<file path="src/rtl/cram_diag_loader_pkg.sv">
// rtl/cram_diag_loader_pkg.sv - shared types and select codes for the CRAM diagnostic loader
package cram_diag_loader_pkg;

    typedef logic [0:10] tCRADR;

    typedef enum logic [2:0] {
        STEP_051,
        STEP_052,
        STEP_VLO,
        STEP_VHI,
        STEP_W00,
        STEP_W20,
        STEP_W40,
        STEP_W60
    } step_e;

    typedef enum logic [2:0] {
        ST_IDLE,
        ST_ARB,
        ST_SETUP,
        ST_STROBE,
        ST_READ,
        ST_PAUSE,
        ST_DONE
    } state_e;

    localparam logic [2:0] SEL_FUNC051  = 3'd1;
    localparam logic [2:0] SEL_FUNC052  = 3'd2;
    localparam logic [2:0] SEL_RD_ADRLO = 3'd4;
    localparam logic [2:0] SEL_RD_ADRHI = 3'd5;
    localparam logic [2:0] SEL_W60      = 3'd4;
    localparam logic [2:0] SEL_W40      = 3'd5;
    localparam logic [2:0] SEL_W20      = 3'd6;
    localparam logic [2:0] SEL_W00      = 3'd7;

    localparam int TIMER_W = 8;

    function automatic logic [2:0] step_sel(input step_e s);
        case (s)
            STEP_051: return SEL_FUNC051;
            STEP_052: return SEL_FUNC052;
            STEP_VLO: return SEL_RD_ADRLO;
            STEP_VHI: return SEL_RD_ADRHI;
            STEP_W00: return SEL_W00;
            STEP_W20: return SEL_W20;
            STEP_W40: return SEL_W40;
            default:  return SEL_W60;
        endcase
    endfunction

    // Steps run in enum order; the wrap past W60 is never taken.
    function automatic step_e step_next(input step_e s);
        return step_e'(s + 3'd1);
    endfunction

    function automatic logic step_is_read(input step_e s);
        return (s == STEP_VLO) || (s == STEP_VHI);
    endfunction

endpackage

</file>
<file path="src/rtl/cram_diag_loader_step_timer.sv">
// rtl/cram_diag_loader_step_timer.sv - loadable down-counter flagging the last cycle of a phase
module diag_step_timer
    import cram_diag_loader_pkg::*;
#(
    parameter int W = TIMER_W
) (
    input  logic         i_clk,
    input  logic         i_rst_n,
    input  logic         i_load,
    input  logic [W-1:0] i_value,
    output logic         o_last
);

    logic [W-1:0] r_count;

    always_ff @(posedge i_clk or negedge i_rst_n) begin
        if (!i_rst_n) begin
            r_count <= '0;
        end else if (i_load) begin
            r_count <= i_value;
        end else if (r_count != '0) begin
            r_count <= r_count - 1'b1;
        end
    end

    assign o_last = (r_count == '0);

endmodule

</file>
<file path="src/rtl/cram_diag_loader.sv">
// rtl/cram_diag_loader.sv - sequences CRA address load, CRADR readback verify and CRAM write strobes
module cram_diag_loader
    import cram_diag_loader_pkg::*;
#(
    parameter int STROBE_CYCLES = 2,
    parameter int READ_CYCLES   = 2
) (
    input  logic        clk,
    input  logic        rstN,
    input  logic        req,
    output logic        ready,
    input  logic        reqWrite,
    input  logic [0:10] reqAdr,
    input  logic [0:79] reqData,
    output logic        done,
    output logic        err,
    output logic [0:10] rdAdr,
    output logic        ebusReq,
    input  logic        ebusGrant,
    output logic [4:6]  diagSel,
    output logic        diagLoad,
    output logic        diagRead,
    output logic [0:35] ebusOut,
    output logic        ebusDriving,
    input  logic [0:35] ebusIn
);

    localparam logic [TIMER_W-1:0] STROBE_LOAD = TIMER_W'(STROBE_CYCLES - 1);
    localparam logic [TIMER_W-1:0] READ_LOAD   = TIMER_W'(READ_CYCLES - 1);

    state_e       r_state;
    state_e       w_next;
    step_e        r_step;
    step_e        w_tgt_step;
    logic         r_write;
    tCRADR        r_adr;
    logic [0:79]  r_data;
    logic         r_err;
    tCRADR        r_rd_adr;
    logic [2:0]   r_sel;
    logic [0:35]  r_ebus_out;

    logic               w_last;
    logic               w_in_phase;
    logic               w_phase_end;
    logic               w_final;
    logic               w_mismatch;
    logic               w_tgt_read;
    logic               w_enter;
    logic               w_tmr_load;
    logic [TIMER_W-1:0] w_tmr_value;
    logic [0:35]        w_step_data;
    state_e             w_first_state;
    logic               w_unused;

    assign w_unused = ^ebusIn[6:35];

    assign w_in_phase    = (r_state == ST_STROBE) || (r_state == ST_READ);
    assign w_phase_end   = w_in_phase && w_last;
    assign w_final       = (r_step == (r_write ? STEP_W60 : STEP_VHI));
    // The step being entered: the following one at a phase end, else the held one.
    assign w_tgt_step    = w_in_phase ? step_next(r_step) : r_step;
    assign w_tgt_read    = step_is_read(w_tgt_step);
    assign w_first_state = w_tgt_read ? ST_READ : ST_SETUP;

    always_comb begin
        w_mismatch = 1'b0;
        if (r_step == STEP_VLO) begin
            w_mismatch = (ebusIn[0:5] != r_adr[5:10]);
        end else if (r_step == STEP_VHI) begin
            w_mismatch = (ebusIn[1:5] != r_adr[0:4]);
        end
    end

    always_comb begin
        w_step_data = '0;
        case (w_tgt_step)
            STEP_051: w_step_data = {r_adr[5:10], 30'h0};
            STEP_052: w_step_data = {1'b0, r_adr[0:4], 30'h0};
            STEP_W00: w_step_data = {r_data[0:19], 16'h0};
            STEP_W20: w_step_data = {r_data[20:39], 16'h0};
            STEP_W40: w_step_data = {r_data[40:59], 16'h0};
            STEP_W60: w_step_data = {r_data[60:79], 16'h0};
            default:  w_step_data = '0;
        endcase
    end

    always_comb begin
        w_next = r_state;
        case (r_state)
            ST_IDLE:   if (req) w_next = ST_ARB;
            ST_ARB:    if (ebusGrant) w_next = w_first_state;
            ST_SETUP:  w_next = ST_STROBE;
            ST_STROBE,
            ST_READ: begin
                if (w_last) begin
                    if (w_final || (r_state == ST_READ && w_mismatch)) begin
                        w_next = ST_DONE;
                    end else if (ebusGrant) begin
                        w_next = w_first_state;
                    end else begin
                        w_next = ST_PAUSE;
                    end
                end
            end
            ST_PAUSE:  if (ebusGrant) w_next = w_first_state;
            ST_DONE:   w_next = ST_IDLE;
            default:   w_next = ST_IDLE;
        endcase
    end

    assign w_enter     = (w_next == ST_SETUP && r_state != ST_SETUP) ||
                         (w_next == ST_READ && (r_state != ST_READ || w_last));
    assign w_tmr_load  = !w_in_phase || w_last;
    assign w_tmr_value = (w_next == ST_READ) ? READ_LOAD : STROBE_LOAD;

    diag_step_timer #(
        .W(TIMER_W)
    ) u_timer (
        .i_clk   (clk),
        .i_rst_n (rstN),
        .i_load  (w_tmr_load),
        .i_value (w_tmr_value),
        .o_last  (w_last)
    );

    always_ff @(posedge clk or negedge rstN) begin
        if (!rstN) begin
            r_state <= ST_IDLE;
        end else begin
            r_state <= w_next;
        end
    end

    always_ff @(posedge clk or negedge rstN) begin
        if (!rstN) begin
            r_step     <= STEP_051;
            r_write    <= 1'b0;
            r_adr      <= '0;
            r_data     <= '0;
            r_err      <= 1'b0;
            r_rd_adr   <= '0;
            r_sel      <= '0;
            r_ebus_out <= '0;
        end else begin
            if (r_state == ST_IDLE && req) begin
                r_step  <= STEP_051;
                r_write <= reqWrite;
                r_adr   <= reqAdr;
                r_data  <= reqData;
                r_err   <= 1'b0;
            end
            if (w_phase_end && w_next != ST_DONE) begin
                r_step <= step_next(r_step);
            end
            if (r_state == ST_READ && w_last) begin
                if (r_step == STEP_VLO) begin
                    r_rd_adr[5:10] <= ebusIn[0:5];
                end else begin
                    r_rd_adr[0:4] <= ebusIn[1:5];
                end
                if (w_mismatch) begin
                    r_err <= 1'b1;
                end
            end
            // Select and data move only when a step's first phase begins.
            if (w_enter) begin
                r_sel      <= step_sel(w_tgt_step);
                r_ebus_out <= w_tgt_read ? '0 : w_step_data;
            end
        end
    end

    assign ready       = (r_state == ST_IDLE);
    assign done        = (r_state == ST_DONE);
    assign err         = (r_state == ST_DONE) && r_err;
    assign rdAdr       = r_rd_adr;
    assign ebusReq     = (r_state != ST_IDLE);
    assign diagSel     = r_sel;
    assign diagLoad    = (r_state == ST_STROBE);
    assign diagRead    = (r_state == ST_READ);
    assign ebusOut     = r_ebus_out;
    assign ebusDriving = (r_state == ST_SETUP) || (r_state == ST_STROBE);

endmodule

</file>
<file path="config.mk">
export PLATFORM = sky130hd
export DESIGN_NAME = cram_diag_loader
export DESIGN_NICKNAME = d
export VERILOG_FILES = /design/src/rtl/cram_diag_loader_pkg.sv /design/src/rtl/cram_diag_loader_step_timer.sv /design/src/rtl/cram_diag_loader.sv
export SDC_FILE = /design/constraint.sdc
export NUM_CORES = 1
export LEC_CHECK = 0
export ABC_AREA = 0
export BUFFER_PORTS_ARGS = -buffer_cell sky130_fd_sc_hd__buf_2
export CORE_ASPECT_RATIO = 1.1
export CORE_MARGIN = 5
export CORE_UTILIZATION = 30
export DETAILED_ROUTE_END_ITERATION = 12
export PLACE_DENSITY = 0.5
export SLEW_MARGIN = 5
export SYNTH_ARGS = -nofsm -noshare
export SYNTH_HDL_FRONTEND = slang
export SYNTH_SLANG_ARGS = --single-unit
</file>
<file path="constraint.sdc">
create_clock -name clk -period 4.6 [get_ports clk]
set_clock_uncertainty 0.15 [all_clocks]
set_input_delay 0.69 -clock clk [delete_from_list [all_inputs] [get_ports clk]]
set_output_delay 0.69 -clock clk [all_outputs]
set_load 0.02 [all_outputs]
</file>
==> results.py, run 1 <==
metrics = {
    "status": {
        "status": "complete, no violations",
    },
    "final_layout": {
        "seq_area_um2": 3530,
        "final_nets": 1002,
        "multi_input_area_um2": 2910,
        "stdcell_area_um2": 8230,
        "final_util_pct": 37.4,
        "area_growth_pct": 23.3,
        "num_antenna_cells": 0,
        "num-fill-cells": 2271,
        "drive_above_1_share_pct": 26.8,
    },
    "power": {
        "pwr-share-comb_pct": 39.1,
        "max-vdd-ir-drop_mv": 0.290,
        "p_int_mw": 3.40,
        "pwr-share-seq_pct": 36.7,
        "power_switching_mw": 2.22,
        "clockPowerShare_pct": 24.2,
        "powerDensity_nw_per_um2": 682,
        "switching_share_pct": 39.5,
        "p_leak_nw": 4.29,
    },
    "worst_setup_path": {
        "crit_type": "register to register",
        "critPathRequiredTime_ns": 4.75,
        "cp_max_fo": 12,
        "worstPathArrival_ns": 3.57,
        "cp-end-kind": "register",
        "reg2reg_slack_ns": 1.18,
        "critPathLaunchType": "register",
    },
    "clock_network": {
        "post_cts_buffers": 0,
        "cts_resized": 0,
        "cts_tree": "yes",
        "cts.path.max_buffers": 2,
        "numCtsBuffers": 17,
        "clock-sinks": 141,
        "holdBufCountCts": 0,
        "cts-root-buf": "clkbuf_16",
        "clk_transition_reported_paths_ns": 0.06,
        "htreeDepth": 4,
        "insertion_delay_ns": 0.42,
    },
    "grt": {
        "grt_overflow": 0,
        "grt.total_usage_pct": 14.4,
        "grt_max_degree": 97,
        "antenna_found_initial": 4,
        "grt_pass1_wl_mm": 29.2,
        "grt_pass1_vias": 5373,
    },
    "timing": {
        "setup_tns_ns": 0,
        "finalHoldViolCount": 0,
        "setup_ws_ns": 1.18,
        "period_needed_ns": 3.42,
        "tightest_slew_ns": 1.07,
        "fin_crit_sh_pct": 74.4,
        "setup_viol": 0,
        "rsz0062_at_grt": "no",
        "max_freq_ghz": 0.292,
        "slew_violations": 0,
        "worst_slew_margin_rel_pct": 28.7,
    },
    "routing": {
        "drc_errors": 0,
        "drt_pass1_iterations": 5,
        "drtIter0Drc": 265,
        "drt-vias-per-instance": 4.45,
        "vias": 5224,
        "wl_per_cell_um": 15.4,
        "final_antenna_net_count": 0,
        "postRouteWirelength_mm": 18.1,
    },
    "logic_synthesis": {
        "yosysUniqueCellTypes": 51,
        "synth_area_per_cell_um2": 9.17,
        "yosysMostFrequentCell": "nand2_1",
        "synth_area_leaders": "dfrtp_1 (53%), nand2_1 (20%), mux2_4 (4.5%)",
        "yosys_warnings": 0,
        "synth_edf_count": 0,
        "synth_commonest_cells": "nand2_1 (353), dfrtp_1 (141), clkbuf_1 (28)",
        "syn_area_um2": 6680,
        "yosysTopAreaCell": "dfrtp_1",
        "yosysTopAreaCellShare_pct": 52.8,
        "yosysSeqAreaShare_pct": 52.8,
        "async_flop_share_pct": 100,
        "synthFlopType": "dfrtp_1",
        "synth_cells": 728,
        "ys_seq_elements": 141,
    },
    "placed_design": {
        "hpwlAfterDp_mm": 12.5,
        "pre_cts_ws_ns": 1.16,
        "io_buffers": 142,
        "place_congestion": 0.739,
        "post_dp_cell_area_um2": 7650,
    },
    "die": {
        "die_w_um": 152,
        "die_h_um": 166,
        "pin_count": 189,
        "start_util_pct": 30.3,
        "core-area_um2": 22000,
        "design.die.area_um2": 25300,
        "num_rows": 57,
    },
    "flow_run": {
        "drv_cap": 0,
    },
    "worst_hold_path": {
        "hp-class": "primary input to async pin",
    },
}
[flip-flops by register name, indices dropped and copies added, names as in the netlist]
| register | cells |
|---|---|
| r_step | 3 |
| u_timer.r_count | 8 |
| diagSel | 3 |
| r_err | 1 |
| r_state | 3 |
| r_write | 1 |
| r_adr | 11 |
| ebusOut | 20 |
| r_data | 80 |
| rdAdr | 11 |
[per-layer routing]
metal	vias up	wire length, um	global-route usage, %
li1	2618	-	-
met1	2439	8180	18.7
met2	132	8610	23.3
met3	27	1040	4.67
met4	8	233	3.67
met5	-	46	0
[final timing paths]
check | from | end | cells after the start
max | r_state[2]$_DFF_PN0_ | ebusOut[14]$_DFFE_PN0P_ | 10
min | rstN | rdAdr[8]$_DFFE_PN0P_ | 1
max reg2reg | r_state[2]$_DFF_PN0_ | ebusOut[14]$_DFFE_PN0P_ | 10
min reg2reg | r_data[45]$_DFFE_PN0P_ | r_data[45]$_DFFE_PN0P_ | 2
max in group asynchronous | rstN | r_data[64]$_DFFE_PN0P_ | 2
min in group clk | reqData[71] | r_data[71]$_DFFE_PN0P_ | 3
[cells by family (layout without fill, tap and decap cells)]
group,count (synthesis),count (layout),synth area share [%]
and+or+nand+nor,407,407,24.2
muxes,37,37,7.31
other,1,16,0.0562
xor gates and xnor gates,20,20,2.62
DFF,141,141,52.8
adders and majority gates,4,4,0.750
AOI/OAI and AO/OA,60,60,7.38
buffers and inverters,58,194,4.82
[placed cells by master, fill, tap and decap left out, types with 7 or more instances in the layout]
master     count
a21oi_1       14
a222oi_1      14
a22oi_1        7
buf_2        141
buf_4         12
clkbuf_16     17
conb_1        16
dfrtp_1      141
inv_1          7
mux2_2        14
mux2_4        20
nand2_1      352
nor2_1        17
xnor2_1       14
[critical path, stage by stage, from the launching register on]
cell	delay, ns
dfrtp_1	0.57
or3b_1	0.54
inv_2	0.16
o21ai_2	0.09
o2bb2ai_2	0.18
a211oi_1	0.32
a211oi_2	0.14
or2_4	0.27
a21oi_4	0.24
buf_4	0.31
mux2_4	0.32
[power by group through the flow]
stage | clock network [mW] | registers [mW] | logic [mW]
6_report | 1.36 | 2.06 | 2.20
5_1_grt | 1.46 | 2.13 | 2.49
4_1_cts | 1.41 | 2.07 | 2.26
3_5_place_dp | 0 | 2.09 | 2.25
3_3_place_gp | 0 | 2.08 | 2.22
2_1_floorplan | 0 | 2.04 | 1.61
[through the flow]
stage	hold WS, ns	power [mW]	cells
3_5_place_dp	0.313	4.34	1142
3_3_place_gp	0.309	4.30	1142
4_1_cts	0.233	5.73	1174
2_1_floorplan	0.244	3.65	743
6_report	0.185	5.62	1174
5_1_grt	0.248	6.08	1174
[area by class of cell]
type,count,share of cell area (%)
Inverter,8,0.365
Timing Repair Buffer,154,9.80
Tap cell,295,4.48
Sequential cell,141,42.9
Clock inverter,13,1.70
Multi-Input combinational cell,544,35.4
Clock buffer,19,5.38
No activity file was read; power rests on OpenSTA's default activity.
==> run 2: changes to the inputs <==
--- a/config.mk
+++ b/config.mk
@@ -5,7 +5,7 @@
 export SDC_FILE = /design/constraint.sdc
 export NUM_CORES = 1
 export LEC_CHECK = 0
-export ABC_AREA = 0
+export ABC_AREA = 1
 export BUFFER_PORTS_ARGS = -buffer_cell sky130_fd_sc_hd__buf_2
 export CORE_ASPECT_RATIO = 1.1
 export CORE_MARGIN = 5
==> constraint.sdc (replaced) <==
create_clock -name clk -period 3.2 [get_ports clk]
set_clock_uncertainty 0.15 [all_clocks]
set_input_delay 0.48 -clock clk [delete_from_list [all_inputs] [get_ports clk]]
set_output_delay 0.48 -clock clk [all_outputs]
set_load 0.02 [all_outputs]
==> run 2 against run 1 <==
  * Sequential power is 51% higher
  * Die area is 2.1% lower
  * Area after synthesis is 2.2% lower
  * Count of clock-buffer cells in the layout is 3 higher
  * Wire length is 7.4% lower
  * Largest power group unchanged
  * Core utilization is 0.97 points higher
  * Critical path type unchanged
  * Register-to-register slack worse by 0.56 ns
  * Setup slack worse by 0.56 ns
  * First-iteration DRC count is 23% lower
  * Maximum frequency is 32% higher
  * Synthesized cell count is 16% lower
  * Sequential cell count stayed put
==> results.py, run 2 <==
metrics = {
    "final_layout": {
        "top_register": "r_data",
        "multi_input_area_um2": 2670,
        "num-fill-cells": 2125,
        "final_util_pct": 38.3,
        "area_growth_pct": 25.5,
        "final_nets": 898,
        "largest_reg_flops": 80,
        "stdcell_area_um2": 8190,
        "drive_above_1_share_pct": 39.1,
        "seq_area_um2": 3530,
        "mostFrequentLayoutCells": "dfrtp_1 (141), buf_2 (141), nand2_1 (116), mux2_2 (87), nand3_1 (46)",
    },
    "clock_network": {
        "cts-root-buf": "clkbuf_16",
        "htreeDepth": 4,
        "clk_transition_reported_paths_ns": 0.06,
        "cts_resized": 0,
        "insertion_delay_ns": 0.41,
        "cts_tree": "yes",
        "post_cts_buffers": 0,
        "clock-sinks": 141,
        "cts.path.max_buffers": 2,
        "holdBufCountCts": 1,
        "numCtsBuffers": 17,
    },
    "timing": {
        "period_needed_ns": 2.59,
        "slew_violations": 0,
        "setup_tns_ns": 0,
        "finalHoldViolCount": 0,
        "fin_crit_sh_pct": 80.8,
        "worst_slew_margin_rel_pct": 55.7,
        "setup_viol": 0,
        "rsz0062_at_grt": "no",
        "max_freq_ghz": 0.387,
        "tightest_slew_ns": 0.664,
    },
    "logic_synthesis": {
        "synth_area_leaders": "dfrtp_1 (54%), mux2_2 (15%), nand2_1 (6.7%)",
        "yosysUniqueCellTypes": 31,
        "yosysTopAreaCell": "dfrtp_1",
        "synthFlopType": "dfrtp_1",
        "syn_area_um2": 6530,
        "ys_seq_elements": 141,
        "synth_area_per_cell_um2": 10.6,
        "yosysMostFrequentCell": "dfrtp_1",
        "synth_commonest_cells": "dfrtp_1 (141), nand2_1 (117), mux2_2 (87)",
        "async_flop_share_pct": 100,
        "yosysSeqAreaShare_pct": 54.1,
        "synth_cells": 614,
        "yosys_warnings": 0,
        "synth_edf_count": 0,
        "yosysTopAreaCellShare_pct": 54.1,
    },
    "power": {
        "switching_share_pct": 37.5,
        "max-vdd-ir-drop_mv": 0.422,
        "p_leak_nw": 4.08,
        "clockPowerShare_pct": 24.1,
        "pwr-share-comb_pct": 39.5,
        "powerDensity_nw_per_um2": 1040,
        "power_switching_mw": 3.21,
        "p_int_mw": 5.34,
        "pwr-share-seq_pct": 36.4,
    },
    "worst_setup_path": {
        "critPathLaunchType": "register",
        "worstPathArrival_ns": 2.78,
        "rr_endpoint": "ebusOut[9]$_DFFE_PN0P_",
        "critPathRequiredTime_ns": 3.40,
        "r2r-start": "r_state[1]$_DFF_PN0_",
        "reg2regPathDepth": 11,
        "cp-end-kind": "register",
        "reg2reg_slack_ns": 0.61,
        "crit_type": "register to register",
        "cp_max_fo": 10,
    },
    "grt": {
        "grt_overflow": 0,
        "grt_pass1_wl_mm": 26.7,
        "grt.total_usage_pct": 13.9,
        "grt_max_degree": 102,
        "antenna_found_initial": 3,
        "grt_pass1_vias": 4986,
    },
    "routing": {
        "postRouteWirelength_mm": 16.8,
        "drt_pass1_iterations": 4,
        "drt-vias-per-instance": 4.50,
        "drtIter0Drc": 204,
        "final_antenna_net_count": 0,
        "vias": 4794,
        "drc_errors": 0,
        "wl_per_cell_um": 15.7,
    },
    "worst_hold_path": {
        "holdPathStages": 2,
        "hp-class": "primary input to register",
        "min_from": "reqData[6]",
        "holdPathEnd": "r_data[6]$_DFFE_PN0P_",
    },
    "die": {
        "core-area_um2": 21400,
        "die_w_um": 151,
        "start_util_pct": 30.5,
        "die_h_um": 165,
        "pin_count": 189,
        "num_rows": 56,
        "design.die.area_um2": 24800,
    },
    "status": {
        "status": "complete, no violations",
    },
    "placed_design": {
        "io_buffers": 142,
        "post_dp_cell_area_um2": 7560,
        "place_congestion": 0.781,
        "hpwlAfterDp_mm": 12.2,
    },
    "flow_run": {
        "drv_cap": 0,
    },
}
run 2: worst max-delay path by stage:
stage	slack [ns]	endpoint	cells after the start	start
floorplan	1.02	diagSel[5]$_DFFE_PN0P_	16	r_step[0]$_DFFE_PN0P_
global placement	0.57	ebusOut[9]$_DFFE_PN0P_	11	r_state[1]$_DFF_PN0_
detailed placement	0.56	ebusOut[9]$_DFFE_PN0P_	11	r_state[2]$_DFF_PN0_
CTS	0.52	ebusOut[9]$_DFFE_PN0P_	11	r_state[2]$_DFF_PN0_
global route	0.32	ebusOut[7]$_DFFE_PN0P_	15	r_step[0]$_DFFE_PN0P_
finish	0.61	ebusOut[9]$_DFFE_PN0P_	11	r_state[1]$_DFF_PN0_
run 2: cell families (layout without fill, tap and decap cells):
family                   Yosys count  after routing  share of synthesized area, %
AO/OA/AOI/OAI                     70             70                          7.34
XOR/XNOR                           9              9                          1.32
adder cells (fa/ha/maj)            4              4                         0.767
buffers and inverters             84            230                          6.34
flip-flops                       141            141                          54.1
multiplexers                      87             87                          15.0
other                              1             17                        0.0574
AND/OR/NAND/NOR                  218            218                          15.1
run 2: final cells by class:
type                    count  share of cell area (%)
clock buffers              22                    5.91
clock inverters            10                    1.65
repair buffers            156                    10.4
well taps                 290                    4.43
inverters                  42                    1.93
multi-input cells         404                    32.6
flip-flops and latches    141                    43.1
diodes                      1                  0.0306
run 2: routing by layer:
metal	vias to the layer above	part of all wire [%]	global-route usage, %
met2	110	47	22.0
met5	-	0.18	0
li1	2343	-	-
met3	10	7.3	5.49
met1	2327	45	18.1
met4	4	0.45	2.97
run 2: critical path: stages, from the launching register on:
cell and delay, ns:
dfrtp_1 0.42, nor2_2 0.15, nand2_2 0.11, nand2_4 0.13
xor2_2 0.34, inv_2 0.11, nor3_2 0.51, buf_4 0.32
a22oi_1 0.09, nand2_1 0.07, nand2_1 0.05, nand2_1 0.07
run 2: power groups by stage:
stage | Clock (mW) | Combinational (mW) | Sequential, mW
4_1_cts | 2.13 | 3.45 | 3.12
6_report | 2.06 | 3.37 | 3.11
5_1_grt | 2.20 | 3.79 | 3.21
2_1_floorplan | 0 | 2.38 | 3.19
3_5_place_dp | 0 | 3.43 | 3.14
3_3_place_gp | 0 | 3.40 | 3.12
run 2: metrics by stage:
step           power, mW  instances  hold WS (ns)  setup WS, ns
2_1_floorplan       5.57        629        0.0344          1.02
3_3_place_gp        6.53       1032         0.278         0.571
3_5_place_dp        6.57       1032         0.277         0.558
4_1_cts             8.69       1065         0.124         0.524
5_1_grt             9.21       1066         0.122         0.316
6_report            8.54       1066         0.149         0.614
==> run 3: changes to the inputs <==
==> constraint.sdc (replaced) <==
create_clock -name clk -period 2.51 [get_ports clk]
set_clock_uncertainty 0.15 [all_clocks]
set_input_delay 0.3765 -clock clk [delete_from_list [all_inputs] [get_ports clk]]
set_output_delay 0.3765 -clock clk [all_outputs]
set_load 0.02 [all_outputs]
==> run 3 against run 2 <==
  * Combinational power grew 55%
  * Register-to-register slack got worse by 0.49 ns
  * Sequential cell count unchanged
  * Sequential power is 28% higher
  * Cell count is 1.7% higher
  * Clock power grew 12%
  * Setup slack lost 0.49 ns
  * Via count increased by 2.0%
  * Global-route usage is essentially flat
  * Core utilization grew 1.8 points
  * Critical endpoint is now ebusOut[6]$_DFFE_PN0P_
==> results.py, run 3 (synthesized netlist as in run 2, its figures left out) <==
metrics = {
    "status": {
        "status": "complete, no violations",
    },
    "die": {
        "die_h_um": 165,
        "die_w_um": 151,
        "num_rows": 56,
        "core-area_um2": 21400,
        "start_util_pct": 30.5,
        "design.die.area_um2": 24800,
        "pin_count": 189,
    },
    "clock_network": {
        "clk_transition_reported_paths_ns": 0.06,
        "cts.path.max_buffers": 2,
        "insertion_delay_ns": 0.42,
        "cts_tree": "yes",
        "numCtsBuffers": 17,
        "clock-sinks": 141,
        "htreeDepth": 4,
        "cts-root-buf": "clkbuf_16",
    },
    "worst_setup_path": {
        "critPathRequiredTime_ns": 2.71,
        "rr_endpoint": "ebusOut[6]$_DFFE_PN0P_",
        "cp_num_cells": 17,
        "reg2regPathDepth": 17,
        "reg2reg_slack_ns": 0.12,
        "critPathLaunchType": "register",
        "cp_slowest_cell": "dfrtp_1",
        "crit_buf_inv": 6,
        "critPathTopFamily": "simple AND/OR/NAND/NOR gates",
        "worstPathCellList": "inv_2 > ha_4 > nand2_4 > nor2_4 > nand2_2 > nor3_4 > buf_4 > buf_4 > nor2_2 > inv_2 > nand2_4 > inv_4 > nand3_4 > buf_12 > nand2_8 > nand2_1 > nand2_1",
        "worstPathArrival_ns": 2.59,
        "endpoint": "ebusOut[6]$_DFFE_PN0P_",
        "critPathMaxStageDelay_ns": 0.39,
        "cp_max_fo": 11,
        "crit_type": "register to register",
        "cp-end-kind": "register",
        "r2r-start": "u_timer.r_count[0]$_DFFE_PN0P_",
        "worstSetupStartpoint": "u_timer.r_count[0]$_DFFE_PN0P_",
    },
    "placed_design": {
        "place_inst": 1037,
        "place_congestion": 0.767,
        "hpwlAfterDp_mm": 11.9,
        "post_dp_cell_area_um2": 7640,
        "io_buffers": 142,
    },
    "grt": {
        "grt_pass1_wl_mm": 26.7,
        "grt.total_usage_pct": 13.9,
        "grt_pass1_vias": 4954,
        "grtUsageMet3_pct": 5.21,
        "gr-usage-met1_pct": 18.4,
        "use_met2_pct": 21.4,
        "grt_overflow": 0,
        "grt_max_degree": 102,
        "globalRoute.busiestLayer": "met2",
        "antenna_found_initial": 2,
    },
    "timing": {
        "fin_crit_sh_pct": 95.2,
        "max_freq_ghz": 0.418,
        "hold_slack_ns": 0.0412,
        "period_needed_ns": 2.39,
        "tightest_slew_ns": 0.566,
        "worst_slew_margin_rel_pct": 62.3,
        "setup_viol": 0,
        "finalHoldViolCount": 0,
        "setup_tns_ns": 0,
        "slew_violations": 0,
    },
    "power": {
        "p_leak_nw": 4.21,
        "powerDensity_nw_per_um2": 1340,
        "max-vdd-ir-drop_mv": 0.606,
    },
    "flow_run": {
        "drv_cap": 0,
    },
    "routing": {
        "postRouteWirelength_mm": 17.6,
        "drtIter0Drc": 154,
        "drt_pass1_iterations": 4,
        "drt-vias-per-instance": 4.51,
        "drc_errors": 0,
        "final_antenna_net_count": 0,
        "vias": 4889,
        "wl_per_cell_um": 16.2,
    },
    "final_layout": {
        "mostFrequentLayoutCells": "buf_2 (141), dfrtp_1 (140), nand2_1 (109), mux2_2 (87), a22oi_1 (45)",
        "top_register": "r_data",
        "final_cells": 1084,
        "stdcell_area_um2": 8560,
        "area_growth_pct": 31.2,
        "final_nets": 922,
        "largest_reg_flops": 80,
        "drive_above_1_share_pct": 44.2,
        "num_antenna_cells": 0,
        "final_common_cell": "buf_2",
    },
    "worst_hold_path": {
        "min_from": "reqData[12]",
        "hp-class": "primary input to register",
    },
}
## run 3: metal layers
| layer | wire length (um) | part of all wire [%] |
|---|---|---|
| met5 | 31 | 0.18 |
| met4 | 194 | 1.1 |
| met3 | 1250 | 7.1 |
| met2 | 8340 | 47 |
| met1 | 7760 | 44 |
## run 3: how the worst min path moves through the flow
| stage | end | slack, ns | cells after the start |
|---|---|---|---|
| after floorplan | diagSel[4]$_DFFE_PN0P_ | -0.07 | 0 |
| after global placement | r_data[15]$_DFFE_PN0P_ | 0.17 | 1 |
| after detailed placement | r_data[34]$_DFFE_PN0P_ | 0.17 | 1 |
| after CTS | r_data[30]$_DFFE_PN0P_ | 0.02 | 2 |
| after global routing | r_data[26]$_DFFE_PN0P_ | 0.02 | 2 |
| final | r_data[12]$_DFFE_PN0P_ | 0.04 | 2 |
## run 3: where the power goes
| part | internal, mW | switching, mW |
|---|---|---|
| sequential | 3.34 | 0.638 |
| clock | 1.38 | 0.922 |
| combinational | 2.37 | 2.86 |
| total | 7.09 | 4.41 |
## run 3: what timing repair did
action | in CTS | in global routing
hold buffers | 1 | 0
resized for setup | 3 | 41
pin swaps | 0 | 14
hold endpoints to repair | 36 | 0
endpoints found under the setup margin | 23 | 26
gates cloned | 0 | 5
buffers inserted | 1 | 13
## run 3: through the flow
stage	total power [mW]	worst slack [ns]	utilization (%)
finish	11.5	0.120	40.1
CTS	10.9	0.0338	38.4
global route	12.4	-0.0375	40.1
floorplan	7.10	0.333	-
global placement	8.47	0.0283	35.8
detailed placement	8.51	-0.0256	35.8
## run 3: cell type report
| cell class | count | area (um^2) |
|---|---|---|
| fillers | 2147 | 12800 |
| clock inverters | 7 | 70.1 |
| multi-input cells | 406 | 2840 |
| flip-flops and latches | 141 | 3530 |
| inverters | 42 | 160 |
| clock buffers | 20 | 457 |
| well taps | 290 | 363 |
| repair buffers | 178 | 1140 |
